<file path="src/rtl/drm_bus_master_axi4st_pkg.sv">
// Shared types and bit positions for the DRM bit-serial bus master over AXI4-Stream.
package drm_bus_master_pkg;

    localparam int unsigned STREAM_W = 32;

    // Outbound beat bit positions (toward the activator)
    localparam int unsigned OB_DAT    = 0;
    localparam int unsigned OB_WE     = 1;
    localparam int unsigned OB_ADR_LO = 2;
    localparam int unsigned OB_ADR_HI = 3;
    localparam int unsigned OB_CYC    = 4;
    localparam int unsigned OB_CS     = 5;

    // Inbound beat bit positions (from the activator)
    localparam int unsigned IB_DAT    = 0;
    localparam int unsigned IB_STA    = 1;
    localparam int unsigned IB_INTR   = 2;
    localparam int unsigned IB_ACK    = 3;

    typedef enum logic [2:0] {
        IDLE     = 3'd0,
        SEND     = 3'd1,
        WAIT_ACK = 3'd2,
        RECV     = 3'd3,
        DONE     = 3'd4
    } state_e;

    // Assemble one outbound beat; unused upper bits are always zero
    function automatic logic [STREAM_W-1:0] make_beat(
        input logic       cs,
        input logic       cyc,
        input logic [1:0] adr,
        input logic       we,
        input logic       dat
    );
        logic [STREAM_W-1:0] b;
        b                       = '0;
        b[OB_CS]                = cs;
        b[OB_CYC]               = cyc;
        b[OB_ADR_HI:OB_ADR_LO]  = adr;
        b[OB_WE]                = we;
        b[OB_DAT]               = dat;
        return b;
    endfunction

endpackage

</file>
<file path="src/rtl/drm_bus_master_axi4st_if.sv">
// Command/response handshake plus the two AXI4-Stream directions of the bus master.
interface drm_bus_master_axi4st_if #(
    parameter int unsigned DATA_W = 32
);
    import drm_bus_master_pkg::*;

    logic                cmd_valid;
    logic                cmd_ready;
    logic                cmd_we;
    logic [1:0]          cmd_adr;
    logic [DATA_W-1:0]   cmd_wdata;

    logic                rsp_valid;
    logic                rsp_ready;
    logic [DATA_W-1:0]   rsp_rdata;
    logic                rsp_sta;
    logic                rsp_timeout;

    logic                intr;

    logic [STREAM_W-1:0] m_tdata;
    logic                m_tvalid;
    logic                m_tready;

    logic [STREAM_W-1:0] s_tdata;
    logic                s_tvalid;
    logic                s_tready;

    // Bus master side
    modport master (
        input  cmd_valid, cmd_we, cmd_adr, cmd_wdata, rsp_ready,
        input  m_tready, s_tdata, s_tvalid,
        output cmd_ready, rsp_valid, rsp_rdata, rsp_sta, rsp_timeout, intr,
        output m_tdata, m_tvalid, s_tready
    );

    // Controller / activator side
    modport slave (
        output cmd_valid, cmd_we, cmd_adr, cmd_wdata, rsp_ready,
        output m_tready, s_tdata, s_tvalid,
        input  cmd_ready, rsp_valid, rsp_rdata, rsp_sta, rsp_timeout, intr,
        input  m_tdata, m_tvalid, s_tready
    );

endinterface

</file>
<file path="src/rtl/drm_bus_master_axi4st_serdes.sv">
// Write-data serialiser, read-data deserialiser and shared bit counter.
module drm_bus_bit_serdes #(
    parameter int unsigned DATA_W = 32
) (
    input  logic              clk,
    input  logic              rst_n,
    input  logic              i_load,
    input  logic [DATA_W-1:0] i_wdata,
    input  logic              i_tx_shift,
    input  logic              i_rx_first,
    input  logic              i_rx_shift,
    input  logic              i_rx_bit,
    output logic              o_tx_dat_nxt,
    output logic              o_last,
    output logic [DATA_W-1:0] o_rdata
);

    localparam int unsigned CNT_W = (DATA_W > 1) ? $clog2(DATA_W) : 1;

    logic [DATA_W-1:0] r_tx;
    logic [DATA_W-1:0] r_rx;
    logic [CNT_W-1:0]  r_cnt;
    logic              w_tx_bit1;
    logic [DATA_W-1:0] w_rx_shifted;

    // Bit 1 of the TX register and the RX shift-in value, safe for a 1-bit word
    generate
        if (DATA_W > 1) begin : g_wide
            assign w_tx_bit1    = r_tx[1];
            assign w_rx_shifted = {i_rx_bit, r_rx[DATA_W-1:1]};
        end else begin : g_narrow
            assign w_tx_bit1    = 1'b0;
            assign w_rx_shifted = i_rx_bit;
        end
    endgenerate

    // Load on command accept, shift LSB-first on accepted TX beats and valid RX beats
    always_ff @(posedge clk or negedge rst_n) begin
        if (!rst_n) begin
            r_tx  <= '0;
            r_rx  <= '0;
            r_cnt <= '0;
        end else if (i_load) begin
            r_tx  <= i_wdata;
            r_rx  <= '0;
            r_cnt <= '0;
        end else if (i_tx_shift) begin
            r_tx  <= r_tx >> 1;
            r_cnt <= r_cnt + CNT_W'(1);
        end else if (i_rx_first) begin
            r_rx  <= w_rx_shifted;
            r_cnt <= CNT_W'(1);
        end else if (i_rx_shift) begin
            r_rx  <= w_rx_shifted;
            r_cnt <= r_cnt + CNT_W'(1);
        end
    end

    // DAT for the beat that will be on the bus next cycle
    assign o_tx_dat_nxt = i_load     ? i_wdata[0] :
                          i_tx_shift ? w_tx_bit1  : r_tx[0];
    assign o_last       = (r_cnt == CNT_W'(DATA_W - 1));
    assign o_rdata      = r_rx;

endmodule

</file>
<file path="src/rtl/drm_bus_master_axi4st.sv">
// DRM bit-serial register bus master: one command at a time over AXI4-Stream.
module drm_bus_master_axi4st
    import drm_bus_master_pkg::*;
#(
    parameter int unsigned DATA_W      = 32,
    parameter int unsigned TIMEOUT_CYC = 1024
) (
    input  logic                    drm_aclk,
    input  logic                    drm_arstn,
    drm_bus_master_axi4st_if.master bus
);

    localparam int unsigned TO_W = $clog2(TIMEOUT_CYC + 1);

    state_e              r_state;
    state_e              w_state_nxt;

    logic                r_m_tvalid;
    logic [STREAM_W-1:0] r_m_tdata;
    logic                r_cmd_ready;
    logic                r_rsp_valid;
    logic                r_rsp_sta;
    logic                r_rsp_timeout;
    logic                r_intr;
    logic                r_we;
    logic [1:0]          r_adr;
    logic [TO_W-1:0]     r_to_cnt;

    logic                w_cmd_acc;
    logic                w_beat_acc;
    logic                w_ack;
    logic [TO_W-1:0]     w_to_inc;
    logic                w_load;
    logic                w_tx_shift;
    logic                w_rx_first;
    logic                w_rx_shift;
    logic                w_sta_set;
    logic                w_to_set;
    logic                w_rsp_set;
    logic                w_rsp_valid_nxt;
    logic                w_we_nxt;
    logic [1:0]          w_adr_nxt;
    logic [STREAM_W-1:0] w_beat_nxt;
    logic                w_tx_dat_nxt;
    logic                w_last;
    logic [DATA_W-1:0]   w_rdata;
    logic                w_unused_tdata;

    assign w_cmd_acc      = bus.cmd_valid && r_cmd_ready;
    assign w_beat_acc     = r_m_tvalid && bus.m_tready;
    assign w_ack          = bus.s_tvalid && bus.s_tdata[IB_ACK];
    assign w_to_inc       = r_to_cnt + TO_W'(1);
    assign w_unused_tdata = ^bus.s_tdata[STREAM_W-1:IB_ACK+1];

    drm_bus_bit_serdes #(
        .DATA_W (DATA_W)
    ) u_serdes (
        .clk          (drm_aclk),
        .rst_n        (drm_arstn),
        .i_load       (w_load),
        .i_wdata      (bus.cmd_wdata),
        .i_tx_shift   (w_tx_shift),
        .i_rx_first   (w_rx_first),
        .i_rx_shift   (w_rx_shift),
        .i_rx_bit     (bus.s_tdata[IB_DAT]),
        .o_tx_dat_nxt (w_tx_dat_nxt),
        .o_last       (w_last),
        .o_rdata      (w_rdata)
    );

    // State register
    always_ff @(posedge drm_aclk or negedge drm_arstn) begin
        if (!drm_arstn) begin
            r_state <= IDLE;
        end else begin
            r_state <= w_state_nxt;
        end
    end

    // Next state and per-cycle datapath strobes
    always_comb begin
        w_state_nxt = r_state;
        w_load      = 1'b0;
        w_tx_shift  = 1'b0;
        w_rx_first  = 1'b0;
        w_rx_shift  = 1'b0;
        w_sta_set   = 1'b0;
        w_to_set    = 1'b0;
        w_rsp_set   = 1'b0;
        case (r_state)
            IDLE: begin
                if (w_cmd_acc) begin
                    w_load      = 1'b1;
                    w_state_nxt = SEND;
                end
            end
            SEND: begin
                if (w_beat_acc) begin
                    w_tx_shift = 1'b1;
                    if (w_last) begin
                        w_state_nxt = WAIT_ACK;
                    end
                end
            end
            WAIT_ACK: begin
                // ACK beats the timeout when both land on the same cycle
                if (w_ack) begin
                    w_sta_set = 1'b1;
                    if (r_we) begin
                        w_state_nxt = DONE;
                    end else begin
                        w_rx_first = 1'b1;
                        if (DATA_W > 1) begin
                            w_state_nxt = RECV;
                        end else begin
                            w_state_nxt = DONE;
                        end
                    end
                end else if (w_to_inc == TO_W'(TIMEOUT_CYC)) begin
                    w_to_set    = 1'b1;
                    w_state_nxt = DONE;
                end
            end
            RECV: begin
                if (bus.s_tvalid) begin
                    w_rx_shift = 1'b1;
                    if (w_last) begin
                        w_state_nxt = DONE;
                    end
                end
            end
            DONE: begin
                if (w_beat_acc) begin
                    w_rsp_set   = 1'b1;
                    w_state_nxt = IDLE;
                end
            end
            default: begin
                w_state_nxt = IDLE;
            end
        endcase
    end

    assign w_we_nxt        = w_load ? bus.cmd_we  : r_we;
    assign w_adr_nxt       = w_load ? bus.cmd_adr : r_adr;
    assign w_rsp_valid_nxt = w_rsp_set ? 1'b1 :
                             (r_rsp_valid && bus.rsp_ready) ? 1'b0 : r_rsp_valid;

    // Outbound beat for the state entered next cycle
    always_comb begin
        w_beat_nxt = '0;
        case (w_state_nxt)
            SEND:           w_beat_nxt = make_beat(1'b1, 1'b1, w_adr_nxt, w_we_nxt,
                                                   w_we_nxt & w_tx_dat_nxt);
            WAIT_ACK, RECV: w_beat_nxt = make_beat(1'b1, 1'b1, 2'b00, 1'b0, 1'b0);
            default:        w_beat_nxt = '0;
        endcase
    end

    // Registered outputs, command latch, response flags and timeout counter
    always_ff @(posedge drm_aclk or negedge drm_arstn) begin
        if (!drm_arstn) begin
            r_m_tvalid    <= 1'b0;
            r_m_tdata     <= '0;
            r_cmd_ready   <= 1'b0;
            r_rsp_valid   <= 1'b0;
            r_rsp_sta     <= 1'b0;
            r_rsp_timeout <= 1'b0;
            r_intr        <= 1'b0;
            r_we          <= 1'b0;
            r_adr         <= '0;
            r_to_cnt      <= '0;
        end else begin
            r_m_tvalid  <= 1'b1;
            r_m_tdata   <= w_beat_nxt;
            r_cmd_ready <= (w_state_nxt == IDLE) && !w_rsp_valid_nxt;
            r_rsp_valid <= w_rsp_valid_nxt;
            r_we        <= w_we_nxt;
            r_adr       <= w_adr_nxt;
            r_to_cnt    <= (r_state == WAIT_ACK) ? w_to_inc : '0;
            if (w_load) begin
                r_rsp_sta     <= 1'b0;
                r_rsp_timeout <= 1'b0;
            end else begin
                if (w_sta_set) begin
                    r_rsp_sta <= bus.s_tdata[IB_STA];
                end
                if (w_to_set) begin
                    r_rsp_timeout <= 1'b1;
                end
            end
            if (bus.s_tvalid) begin
                r_intr <= bus.s_tdata[IB_INTR];
            end
        end
    end

    assign bus.cmd_ready   = r_cmd_ready;
    assign bus.rsp_valid   = r_rsp_valid;
    assign bus.rsp_rdata   = w_rdata;
    assign bus.rsp_sta     = r_rsp_sta;
    assign bus.rsp_timeout = r_rsp_timeout;
    assign bus.intr        = r_intr;
    assign bus.m_tdata     = r_m_tdata;
    assign bus.m_tvalid    = r_m_tvalid;
    assign bus.s_tready    = 1'b1;

endmodule

</file>
<file path="src/flat_wrapper.sv">
// flat-port wrapper written by rule: the top's interface ports become plain ports
module drm_bus_master_axi4st_flat import drm_bus_master_pkg::*;
#(
    parameter int unsigned DATA_W      = 32,
    parameter int unsigned TIMEOUT_CYC = 1024
)
  (drm_aclk, drm_arstn, bus_cmd_valid, bus_cmd_we, bus_cmd_adr, bus_cmd_wdata, bus_rsp_ready, bus_m_tready, bus_s_tdata, bus_s_tvalid, bus_cmd_ready, bus_rsp_valid, bus_rsp_rdata, bus_rsp_sta, bus_rsp_timeout, bus_intr, bus_m_tdata, bus_m_tvalid, bus_s_tready);
  drm_bus_master_axi4st_if #(.DATA_W(DATA_W)) bus_i ();
  input  logic drm_aclk;
  input  logic drm_arstn;
  input wire logic [$bits(bus_i.cmd_valid)-1:0] bus_cmd_valid;
  input wire logic [$bits(bus_i.cmd_we)-1:0] bus_cmd_we;
  input wire logic [$bits(bus_i.cmd_adr)-1:0] bus_cmd_adr;
  input wire logic [$bits(bus_i.cmd_wdata)-1:0] bus_cmd_wdata;
  input wire logic [$bits(bus_i.rsp_ready)-1:0] bus_rsp_ready;
  input wire logic [$bits(bus_i.m_tready)-1:0] bus_m_tready;
  input wire logic [$bits(bus_i.s_tdata)-1:0] bus_s_tdata;
  input wire logic [$bits(bus_i.s_tvalid)-1:0] bus_s_tvalid;
  output wire logic [$bits(bus_i.cmd_ready)-1:0] bus_cmd_ready;
  output wire logic [$bits(bus_i.rsp_valid)-1:0] bus_rsp_valid;
  output wire logic [$bits(bus_i.rsp_rdata)-1:0] bus_rsp_rdata;
  output wire logic [$bits(bus_i.rsp_sta)-1:0] bus_rsp_sta;
  output wire logic [$bits(bus_i.rsp_timeout)-1:0] bus_rsp_timeout;
  output wire logic [$bits(bus_i.intr)-1:0] bus_intr;
  output wire logic [$bits(bus_i.m_tdata)-1:0] bus_m_tdata;
  output wire logic [$bits(bus_i.m_tvalid)-1:0] bus_m_tvalid;
  output wire logic [$bits(bus_i.s_tready)-1:0] bus_s_tready;
  assign bus_i.cmd_valid = bus_cmd_valid;
  assign bus_i.cmd_we = bus_cmd_we;
  assign bus_i.cmd_adr = bus_cmd_adr;
  assign bus_i.cmd_wdata = bus_cmd_wdata;
  assign bus_i.rsp_ready = bus_rsp_ready;
  assign bus_i.m_tready = bus_m_tready;
  assign bus_i.s_tdata = bus_s_tdata;
  assign bus_i.s_tvalid = bus_s_tvalid;
  assign bus_cmd_ready = bus_i.cmd_ready;
  assign bus_rsp_valid = bus_i.rsp_valid;
  assign bus_rsp_rdata = bus_i.rsp_rdata;
  assign bus_rsp_sta = bus_i.rsp_sta;
  assign bus_rsp_timeout = bus_i.rsp_timeout;
  assign bus_intr = bus_i.intr;
  assign bus_m_tdata = bus_i.m_tdata;
  assign bus_m_tvalid = bus_i.m_tvalid;
  assign bus_s_tready = bus_i.s_tready;
  drm_bus_master_axi4st #(.DATA_W(DATA_W), .TIMEOUT_CYC(TIMEOUT_CYC)) u_core (.drm_aclk(drm_aclk), .drm_arstn(drm_arstn), .bus(bus_i));
endmodule
</file>
<file path="config.mk">
export PLATFORM = sky130hd
export DESIGN_NAME = drm_bus_master_axi4st_flat
export DESIGN_NICKNAME = d
export VERILOG_FILES = /design/src/rtl/drm_bus_master_axi4st_pkg.sv /design/src/rtl/drm_bus_master_axi4st_if.sv /design/src/rtl/drm_bus_master_axi4st_serdes.sv /design/src/rtl/drm_bus_master_axi4st.sv /design/src/flat_wrapper.sv
export SDC_FILE = /design/constraint.sdc
export NUM_CORES = 1
export LEC_CHECK = 0
export ABC_CLOCK_PERIOD_IN_PS = 3000
export CAP_MARGIN = 5
export CORE_ASPECT_RATIO = 1.75
export CORE_MARGIN = 2
export CORE_UTILIZATION = 40
export CTS_CLUSTER_SIZE = 8
export DETAILED_ROUTE_END_ITERATION = 10
export HOLD_SLACK_MARGIN = 0.03
export PLACE_DENSITY = 0.71
export SYNTH_ARGS = -nofsm -noshare
export SYNTH_HDL_FRONTEND = slang
export SYNTH_SLANG_ARGS = --single-unit
</file>
<file path="constraint.sdc">
create_clock -name drm_aclk -period 3 [get_ports drm_aclk]
set_input_delay 0.45 -clock drm_aclk [delete_from_list [all_inputs] [get_ports drm_aclk]]
set_output_delay 0.45 -clock drm_aclk [all_outputs]
set_load 0.01 [all_outputs]
</file>
==> out/qor.yml <==
wl_per_cell_um: 15.4
hold_buffers: 0
drtAntennaViolNets: 0
tightest_slew_ns: 0.811
clk_path_buf_depth: 2
ys_seq_elements: 97
rows: 50
fin_nets: 554
r2r_slack_ns: 0.83
max_cap_violations: 0
cts_tree: "done"
io_pins: 144
p_leak_uw: 0.00256
status: "finished clean"
place_area_um2: 5160
fp.dieW_um: 82.2
cts.sinks: 97
setup_tns_ns: 0
gp_congestion: 0.843
h-tree-depth: 3
die_y_um: 141
grt_first_pass_wirelength_um: 15400
grt_pass1_vias: 3200
post-route-period-util: 0.724
power_uw: 3950
final_core_util: 0.519
cts_resized: 0
cts_root_buf: "clkbuf_16"
drive_gt1_frac: 0.0622
io_buffers: 88
antenna_found_initial: 0
crit_fanout: 20
yosysSeqAreaShare: 0.568
yosysWarnings: 0
finalCriticalPeriod_ns: 2.17
dr.first_iter.drc_count: 178
viasPerCell: 5.18
peakVddDrop_uv: 333
worstPathCellList: "and4b_1 > nor2_1 > buf_4 > nand2_1 > nand2_1"
r2r-end: "u_core.u_serdes.r_tx[14]"
syn_area_um2: 4280
instances_no_fill: 612
fmax_ghz: 0.460
synth_edf_count: 0
dp_hpwl_um: 6510
slowest_stage: "nor2_1"
initial_utilization: 0.404
critPathLaunchType: "flip-flop"
async_reset_ff_frac: 1.00
dr_total_vias: 3171
core_um2: 10600
skew_ns: 0.00587
syn_area_per_cell_um2: 10.7
area_growth_pct: 28.4
synth_ff_type: "dfrtp_1"
diodes: 0
r2r_cells: 5
drt_drc_violations_left: 0
track_usage: 0.173
min_path_type: "input port to asynchronous set/reset pin"
critical_path_class: "flip-flop to flip-flop"
cts_setup_buffers: 0
rsz0062_at_grt: "no"
p_per_area_nw_per_um2: 720
clkTransAtPathRegs_ns: 0.06
drtPass1Iterations: 6
r2r-start: "u_core.r_state[0]"
cts-buffers-inserted: 9
worstPathRequired_ns: 3.27
wl_um: 9450
final_cell_area_um2: 5490
die_area_um2: 11600
crit_arrival_ns: 2.45
hold_viol: 0
drv_slew: 0
synth_cell_types: 47
setup_violations: 0
relSlewSlack: 0.457
insertion_delay_ns: 0.34
end_kind: "flip-flop"
synthCells: 398
grt_overflow_total: 0
slowest_delay_ns: 0.67
grt_max_degree: 53
crit_top_cell: "nand2_1"
dp_cells: 596
[synth_stat cells (3+ instances only)]
master / number / area share
a22o_1: 34 / 0.070
dfrtp_1: 97 / 0.57
mux2_1: 3 / 0.0079
o21ai_0: 3 / 0.0035
or3_1: 3 / 0.0044
ha_1: 3 / 0.0088
a22oi_1: 30 / 0.053
nor2b_1: 5 / 0.0073
clkbuf_1: 6 / 0.0053
nand3_1: 9 / 0.011
buf_1: 8 / 0.0070
xnor2_1: 5 / 0.010
a21oi_1: 6 / 0.0070
buf_2: 10 / 0.012
nor2_1: 19 / 0.017
xor2_1: 7 / 0.014
buf_4: 28 / 0.049
nand2_1: 76 / 0.067
and3_1: 5 / 0.0073
and2_1: 4 / 0.0059
nand4_1: 3 / 0.0044
[state kept, by name, indices dropped and copies added, names as in the netlist, 2 cells and up]
register	flops
u_core.r_to_cnt	11
u_core.u_serdes.r_tx	32
u_core.r_adr	2
u_core.u_serdes.r_cnt	5
u_core.r_state	3
u_core.u_serdes.o_rdata	32
u_core.bus.m_tdata	5
[final cells by class]
class | instances | area, um2
Clock buffer | 12 | 246
Clock inverter | 3 | 65.1
Fill cell | 967 | 5080
Inverter | 2 | 7.51
Multi-Input combinational cell | 273 | 1630
Sequential cell | 97 | 2430
Tap cell | 130 | 163
Timing Repair Buffer | 95 | 951
[logic make-up (layout without fill, tap and decap cells)]
logic type / count (synthesis) / in the layout / synth area share
XOR/XNOR: 12 / 12 / 0.0246
AND/OR/NAND/NOR: 137 / 137 / 0.147
AO/OA/AOI/OAI: 88 / 88 / 0.162
flip-flops: 97 / 97 / 0.568
adder cells (fa/ha/maj): 3 / 3 / 0.00878
buffers and inverters: 54 / 112 / 0.0749
multiplexers: 5 / 5 / 0.0129
other: 2 / 28 / 0.00176
[critical path: cells and delay by family (launching register included)]
| kind | cells | cell delay (ns) |
|---|---|---|
| buffers and inverters | 1 | 0.37 |
| DFF | 1 | 0.54 |
| and+or+nand+nor | 4 | 1.19 |
[worst max path at each step]
| stage | startpoint | end | slack [ns] |
|---|---|---|---|
| after CTS | u_core.r_state[0] | u_core.u_serdes.o_rdata[5] | 0.73 |
| after global routing | u_core.r_state[0] | u_core.u_serdes.r_tx[9] | 0.63 |
| final | u_core.r_state[0] | u_core.u_serdes.r_tx[14] | 0.83 |
| after detailed placement | bus_s_tdata[3] | u_core.u_serdes.o_rdata[16] | 0.40 |
| after global placement | bus_s_tdata[3] | u_core.u_serdes.o_rdata[3] | 0.44 |
| after floorplan | u_core.u_serdes.r_cnt[0] | u_core.bus.m_tdata[4] | 1.22 |
[placed cells by master, fill, tap and decap left out, types with 2 or more instances in the layout]
| master | count |
|---|---|
| and2_1 | 4 |
| nand4_1 | 3 |
| clkdlybuf4s50_1 | 87 |
| xnor2_1 | 5 |
| mux2_1 | 3 |
| a31o_2 | 2 |
| nand3_1 | 9 |
| clkbuf_16 | 9 |
| o211ai_1 | 2 |
| nand2_1 | 76 |
| inv_1 | 2 |
| clkbuf_1 | 2 |
| or4_1 | 2 |
| conb_1 | 28 |
| a22o_1 | 34 |
| o211a_1 | 2 |
| or3_1 | 3 |
| ha_1 | 3 |
| a21oi_1 | 6 |
| xor2_1 | 7 |
| a22oi_1 | 30 |
| o21ai_0 | 3 |
| and3_1 | 5 |
| buf_4 | 6 |
| nor2_1 | 18 |
| nor2b_1 | 5 |
| nand2b_1 | 2 |
| o22ai_1 | 2 |
| bufinv_16 | 2 |
| dfrtp_1 | 97 |
[metal layers]
| metal | vias up | track usage | share of wire |
|---|---|---|---|
| met5 | - | 0 | 0 |
| met4 | 0 | 0.0781 | 0.026 |
| met3 | 16 | 0.0467 | 0.047 |
| li1 | 1502 | - | - |
| met2 | 89 | 0.276 | 0.52 |
| met1 | 1564 | 0.216 | 0.41 |
[where the power goes]
group          internal [uW]  total (uW)  switching [uW]  leakage [uW]
sequential              1590        1760             170       0.00129
clock                    748        1200             453      0.000153
combinational            428         989             561       0.00111
[metrics by stage]
step | hold slack [ns] | setup slack, ns
floorplan | 0.154 | 1.22
global placement | 0.442 | 0.436
detailed placement | 0.448 | 0.397
CTS | 0.170 | 0.732
global route | 0.202 | 0.628
finish | 0.145 | 0.827
(Power assumes the default switching activity.)
==> RTL change 1: new RTL, config.mk and constraints unchanged <==
Change the package constant `IB_ACK` from 3 to 2.
--- a/src/rtl/drm_bus_master_axi4st_pkg.sv
+++ b/src/rtl/drm_bus_master_axi4st_pkg.sv
@@ -15,7 +15,7 @@
     localparam int unsigned IB_DAT    = 0;
     localparam int unsigned IB_STA    = 1;
     localparam int unsigned IB_INTR   = 2;
-    localparam int unsigned IB_ACK    = 3;
+    localparam int unsigned IB_ACK    = 2;
 
     typedef enum logic [2:0] {
         IDLE     = 3'd0,
Check against the original RTL: same outputs for any inputs over 4 cycles, from zero or initial values and one cycle with drm_arstn low; that may be too few to reach the edited logic, so the function may still have changed.
==> RTL change 1 against the original RTL <==
- critical path depth fell by 1
- design area is 0.64% lower
- total power is 11% lower
- combinational power shrank 36%
- setup slack worse by 0.056 ns
- die area shrank 0.22%
- area after synthesis fell by 0.23%
- routed wire length decreased by 1.3%
- sequential cell count unchanged
- clock power down 5%
- via count is essentially flat
- largest power group unchanged
==> RTL change 1: results (changes against the original RTL) <==
- Status: complete, no violations
- CP max-delay cell: nor2_2
- Post-synthesis average cell area: 10.7 um^2 (about the same)
- Layout Skew: 0.00914 ns (+0.00327 ns)
- Critical path's largest stage delay: 0.98 ns (+0.31 ns)
- Nets: 555 (+0.18%)
- Number of global-route vias before repair: 3,111 (-2.8%)
- RePlAce Congestion: 0.870 (+3.1%)
- Met2 Wirelength: 4.86 mm (-1.1%)
- P_int: 2.54 mW (-8.4%)
- Post-DP Area: 5150 um^2 (-0.12%)
- Power Total: 3.50 mW (-11%)
- CP max FO: 32 (+60%)
- Mux cell area share after synthesis: 1.26% (-0.026 points)
- Clk pwr: 1.14 mW (-5%)
- IO Port Bufs: 87 (-1.1%)
- Dpl ws: 0.531 ns (+0.133 ns)
- Inst Count DP: 595 (-0.17%)
- Post-synthesis compound-gate area fraction: 16.4% (+0.21 points)
- Top post-synthesis cells by area: dfrtp_1 (57%), a22o_1 (7.2%), nand2_1 (6.8%)
- Post-layout min period: 2.23 ns (+0.0556 ns)
- DRT iter0 DRCs: 239 (+34%)
- Vias/cell: 5.19 (+0.26%)
- Post-synth cell types: 45 (-4.3%)
- Final non-filler cell total: 611 (-0.16%)
- Worst Path Arrival: 2.50 ns (+0.05 ns)
- Max VDD drop: 0.398 mV (+20%)
- WL/cell: 15.3 um (-1.1%)
- Synth Area in Adders: 0.880% (+0.0021 points)
- Max-slew headroom: 17.5% (-28 points)
- Filler cells: 932 (-3.6%)
[RTL change 1: path summary, 6_finish.rpt]
check / endpoint / cells after the start / start / slack (ns)
worst max-delay path: u_core.u_serdes.o_rdata[5] / 4 / u_core.r_state[0] / 0.77
worst min-delay path: u_core.u_serdes.o_rdata[2] / 1 / drm_arstn / 0.13
worst max register to register: u_core.u_serdes.o_rdata[5] / 4 / u_core.r_state[0] / 0.77
worst min register to register: u_core.r_to_cnt[0] / 1 / u_core.r_to_cnt[0] / 0.46
max in group asynchronous: u_core.u_serdes.r_cnt[0] / 2 / drm_arstn / 2.17
min in group drm_aclk: u_core.r_to_cnt[0] / 1 / u_core.r_to_cnt[0] / 0.46
[RTL change 1: cell type report]
type / count / area share, %
Sequential cell: 97 / 44.5
Clock inverter: 5 / 1.01
Multi-Input combinational cell: 272 / 29.7
Inverter: 3 / 0.207
Tap cell: 127 / 2.91
Clock buffer: 11 / 4.45
Timing Repair Buffer: 96 / 17.2
==> RTL change 2: new RTL, same settings <==
Without the edit above. Re-encode `state_e` (5 states) as one-hot, 5 bits wide.
--- a/src/rtl/drm_bus_master_axi4st_pkg.sv
+++ b/src/rtl/drm_bus_master_axi4st_pkg.sv
@@ -17,12 +17,12 @@
     localparam int unsigned IB_INTR   = 2;
     localparam int unsigned IB_ACK    = 3;
 
-    typedef enum logic [2:0] {
-        IDLE     = 3'd0,
-        SEND     = 3'd1,
-        WAIT_ACK = 3'd2,
-        RECV     = 3'd3,
-        DONE     = 3'd4
+    typedef enum logic [4:0] {
+        IDLE     = 5'b00001,
+        SEND     = 5'b00010,
+        WAIT_ACK = 5'b00100,
+        RECV     = 5'b01000,
+        DONE     = 5'b10000
     } state_e;
 
     // Assemble one outbound beat; unused upper bits are always zero
Function: no difference found for any inputs over 4 cycles, from zero or initial values and one cycle with drm_arstn low; so few cycles prove little.
==> RTL change 2 against the original RTL <==
- sequential cell count up 2
- area after synthesis up 11%
- first-iteration DRC count is 20% lower
- routed wire length increased by 7.8%
- die area increased by 11%
- hold slack improved by 0.022 ns
- clock skew hardly changed
- total power rose by 0.64%
- critical path depth increased by 1
- design area rose by 8.3%
- synthesized cell count rose by 24%
- setup slack got worse by 0.038 ns
- via count is 14% higher
- largest cell class unchanged
==> RTL change 2: results (changes against the original RTL) <==
- Status: complete, no violations
- DP HPWL: 7.27 mm (+12%)
- WL/cell: 14.3 um (-7.3%)
- DRT Pass-1 Iters: 4 (-2)
- Slack of the worst reg-to-reg path: 0.79 ns (-0.04 ns)
- Hold Crit Class: in -> async
- P_leak: 2.55 nW (-0.37%)
- CTS Buf Count: 9 (unchanged)
- Clock Path Buffers: 2 (unchanged)
- Synth async-reset ratio: 100% (unchanged)
- Worst-path clk slew: about 0.07 ns
- Largest net degree at the start of global routing: 66 (+25%)
- R2R Path Start: u_core.r_state[2]
- Main synth FF type: dfrtp_1
- Top post-synthesis cells by area: dfrtp_1 (51%), nand2_1 (9.4%), mux2i_1 (7.1%)
- PostCTS Resize Cnt: 0 (unchanged)
- Layout cells sized above 1: 6.25% (+0.026 points)
- CP max-delay cell: or4b_1
- R2R cell count: 6 (+1)
- CP max FO: 65 (+230%)
- Diode count: 0 (unchanged)
- All-Layer GR Usage: 16.5% (-0.83 points)
- Clk_lat worst skew: 0.34 ns (about the same)
- Post-synthesis sequential area ratio: 52.0% (-4.8 points)
- Slew Viols, Final: 0 (unchanged)
- Number of global-route vias before repair: 3,544 (+11%)
- Htree depth: 3 (unchanged)
- Max-slew headroom: 50.7% (+4.9 points)
- Commonest cells in the netlist: nand2_1 (119), dfrtp_1 (98), o21ai_0 (48)
- Post-synth cell types: 52 (+11%)
- RePlAce Congestion: 0.812 (-3.8%)
- Initial antenna violation count: 0 (unchanged)
- Ys Warns: 0 (unchanged)
- First-pass GRT wire length: 16.8 mm (+9.3%)
- Layout Skew: 0.00619 ns (+0.000324 ns)
- Post-CTS setup buffer count: 0 (unchanged)
- Filler cells: 1,074 (+11%)
- DRT iter0 DRCs: 142 (-20%)
- Clk root buf: clkbuf_16
- IO Port Bufs: 88 (unchanged)
- Via count: 3,602 (+14%)
- Post-DP Area: 5630 um^2 (+9.1%)
- R2R Path End: u_core.u_serdes.r_cnt[3]
- Max VDD drop: 0.343 mV (+3.3%)
- Nets: 647 (+17%)
- Critical path's largest stage delay: 0.56 ns (-0.11 ns)
## RTL change 2: changes by cell type in the layout (fill, tap and decap cells not counted), sizes merged, moves of 4 or more
cell / unedited run / this run
o21ai: 4 / 73
nand2b: 2 / 6
nand2: 76 / 119
a22o: 34 / 3
mux2i: 1 / 34
nor2b: 5 / 1
nor3: 1 / 6
a22oi: 30 / 0
## RTL change 2: cells by family after synthesis
group / count (synthesis) / synth area share (%)
other cells: 2 / 0.158
buf+inv: 59 / 8.32
fa+ha+maj: 3 / 0.788
compound gates: 98 / 11.7
simple gates: 189 / 18.0
flops: 99 / 52.0
xor+xnor: 9 / 1.65
mux: 35 / 7.38
## RTL change 2: through the flow
stage          setup WS (ns)  instances  power (mW)  hold slack, ns  util [%]
3_5_place_dp           0.645        695        2.81           0.469      48.6
3_3_place_gp           0.708        695        2.75           0.461      48.6
2_1_floorplan           1.16        520        2.50           0.154         -
4_1_cts                0.786        711        4.02           0.197      51.3
6_report               0.789        711        3.98           0.166      51.3
5_1_grt                0.652        711        4.23           0.224      51.3
## RTL change 2: report_power, final
part	leakage, nW	internal (mW)	switching [mW]
clock	0.148	0.715	0.491
combinational	1.07	0.463	0.571
sequential	1.33	1.58	0.156
## RTL change 2: metal layers
layer	track usage, %	vias to the layer above	share of wire, %
met2	30.3	77	55
met1	18.6	1746	40
met3	3.00	12	3.4
met4	5.86	0	1.8
met5	0	-	0
li1	-	1767	-
## RTL change 2: worst max-delay path, delay by kind of cell (launching register included)
family	cells	cell delay (ns)
AND/OR/NAND/NOR	3	1.08
flip-flops	1	0.46
buffers and inverters	1	0.20
AO/OA/AOI/OAI	1	0.20
multiplexers	1	0.19
## RTL change 2: final cells by class
class / instances / area, um^2 / share of cell area, %
multi-input cells: 362 / 2000 / 33.6
clock inverters: 3 / 45.0 / 0.758
clock buffers: 13 / 270 / 4.55
flip-flops and latches: 99 / 2480 / 41.7
repair buffers: 95 / 968 / 16.3
well taps: 135 / 169 / 2.84
inverters: 4 / 15.0 / 0.253
## RTL change 2: worst max path at each step
stage,start,endpoint,slack [ns]
global route,u_core.r_state[2],u_core.u_serdes.r_cnt[3],0.65
global placement,bus_cmd_valid,u_core.u_serdes.r_cnt[3],0.71
finish,u_core.r_state[2],u_core.u_serdes.r_cnt[3],0.79
CTS,u_core.r_state[2],u_core.u_serdes.r_cnt[3],0.79
floorplan,u_core.r_state[2],u_core.u_serdes.r_cnt[3],1.16
detailed placement,bus_cmd_valid,u_core.u_serdes.r_tx[5],0.65
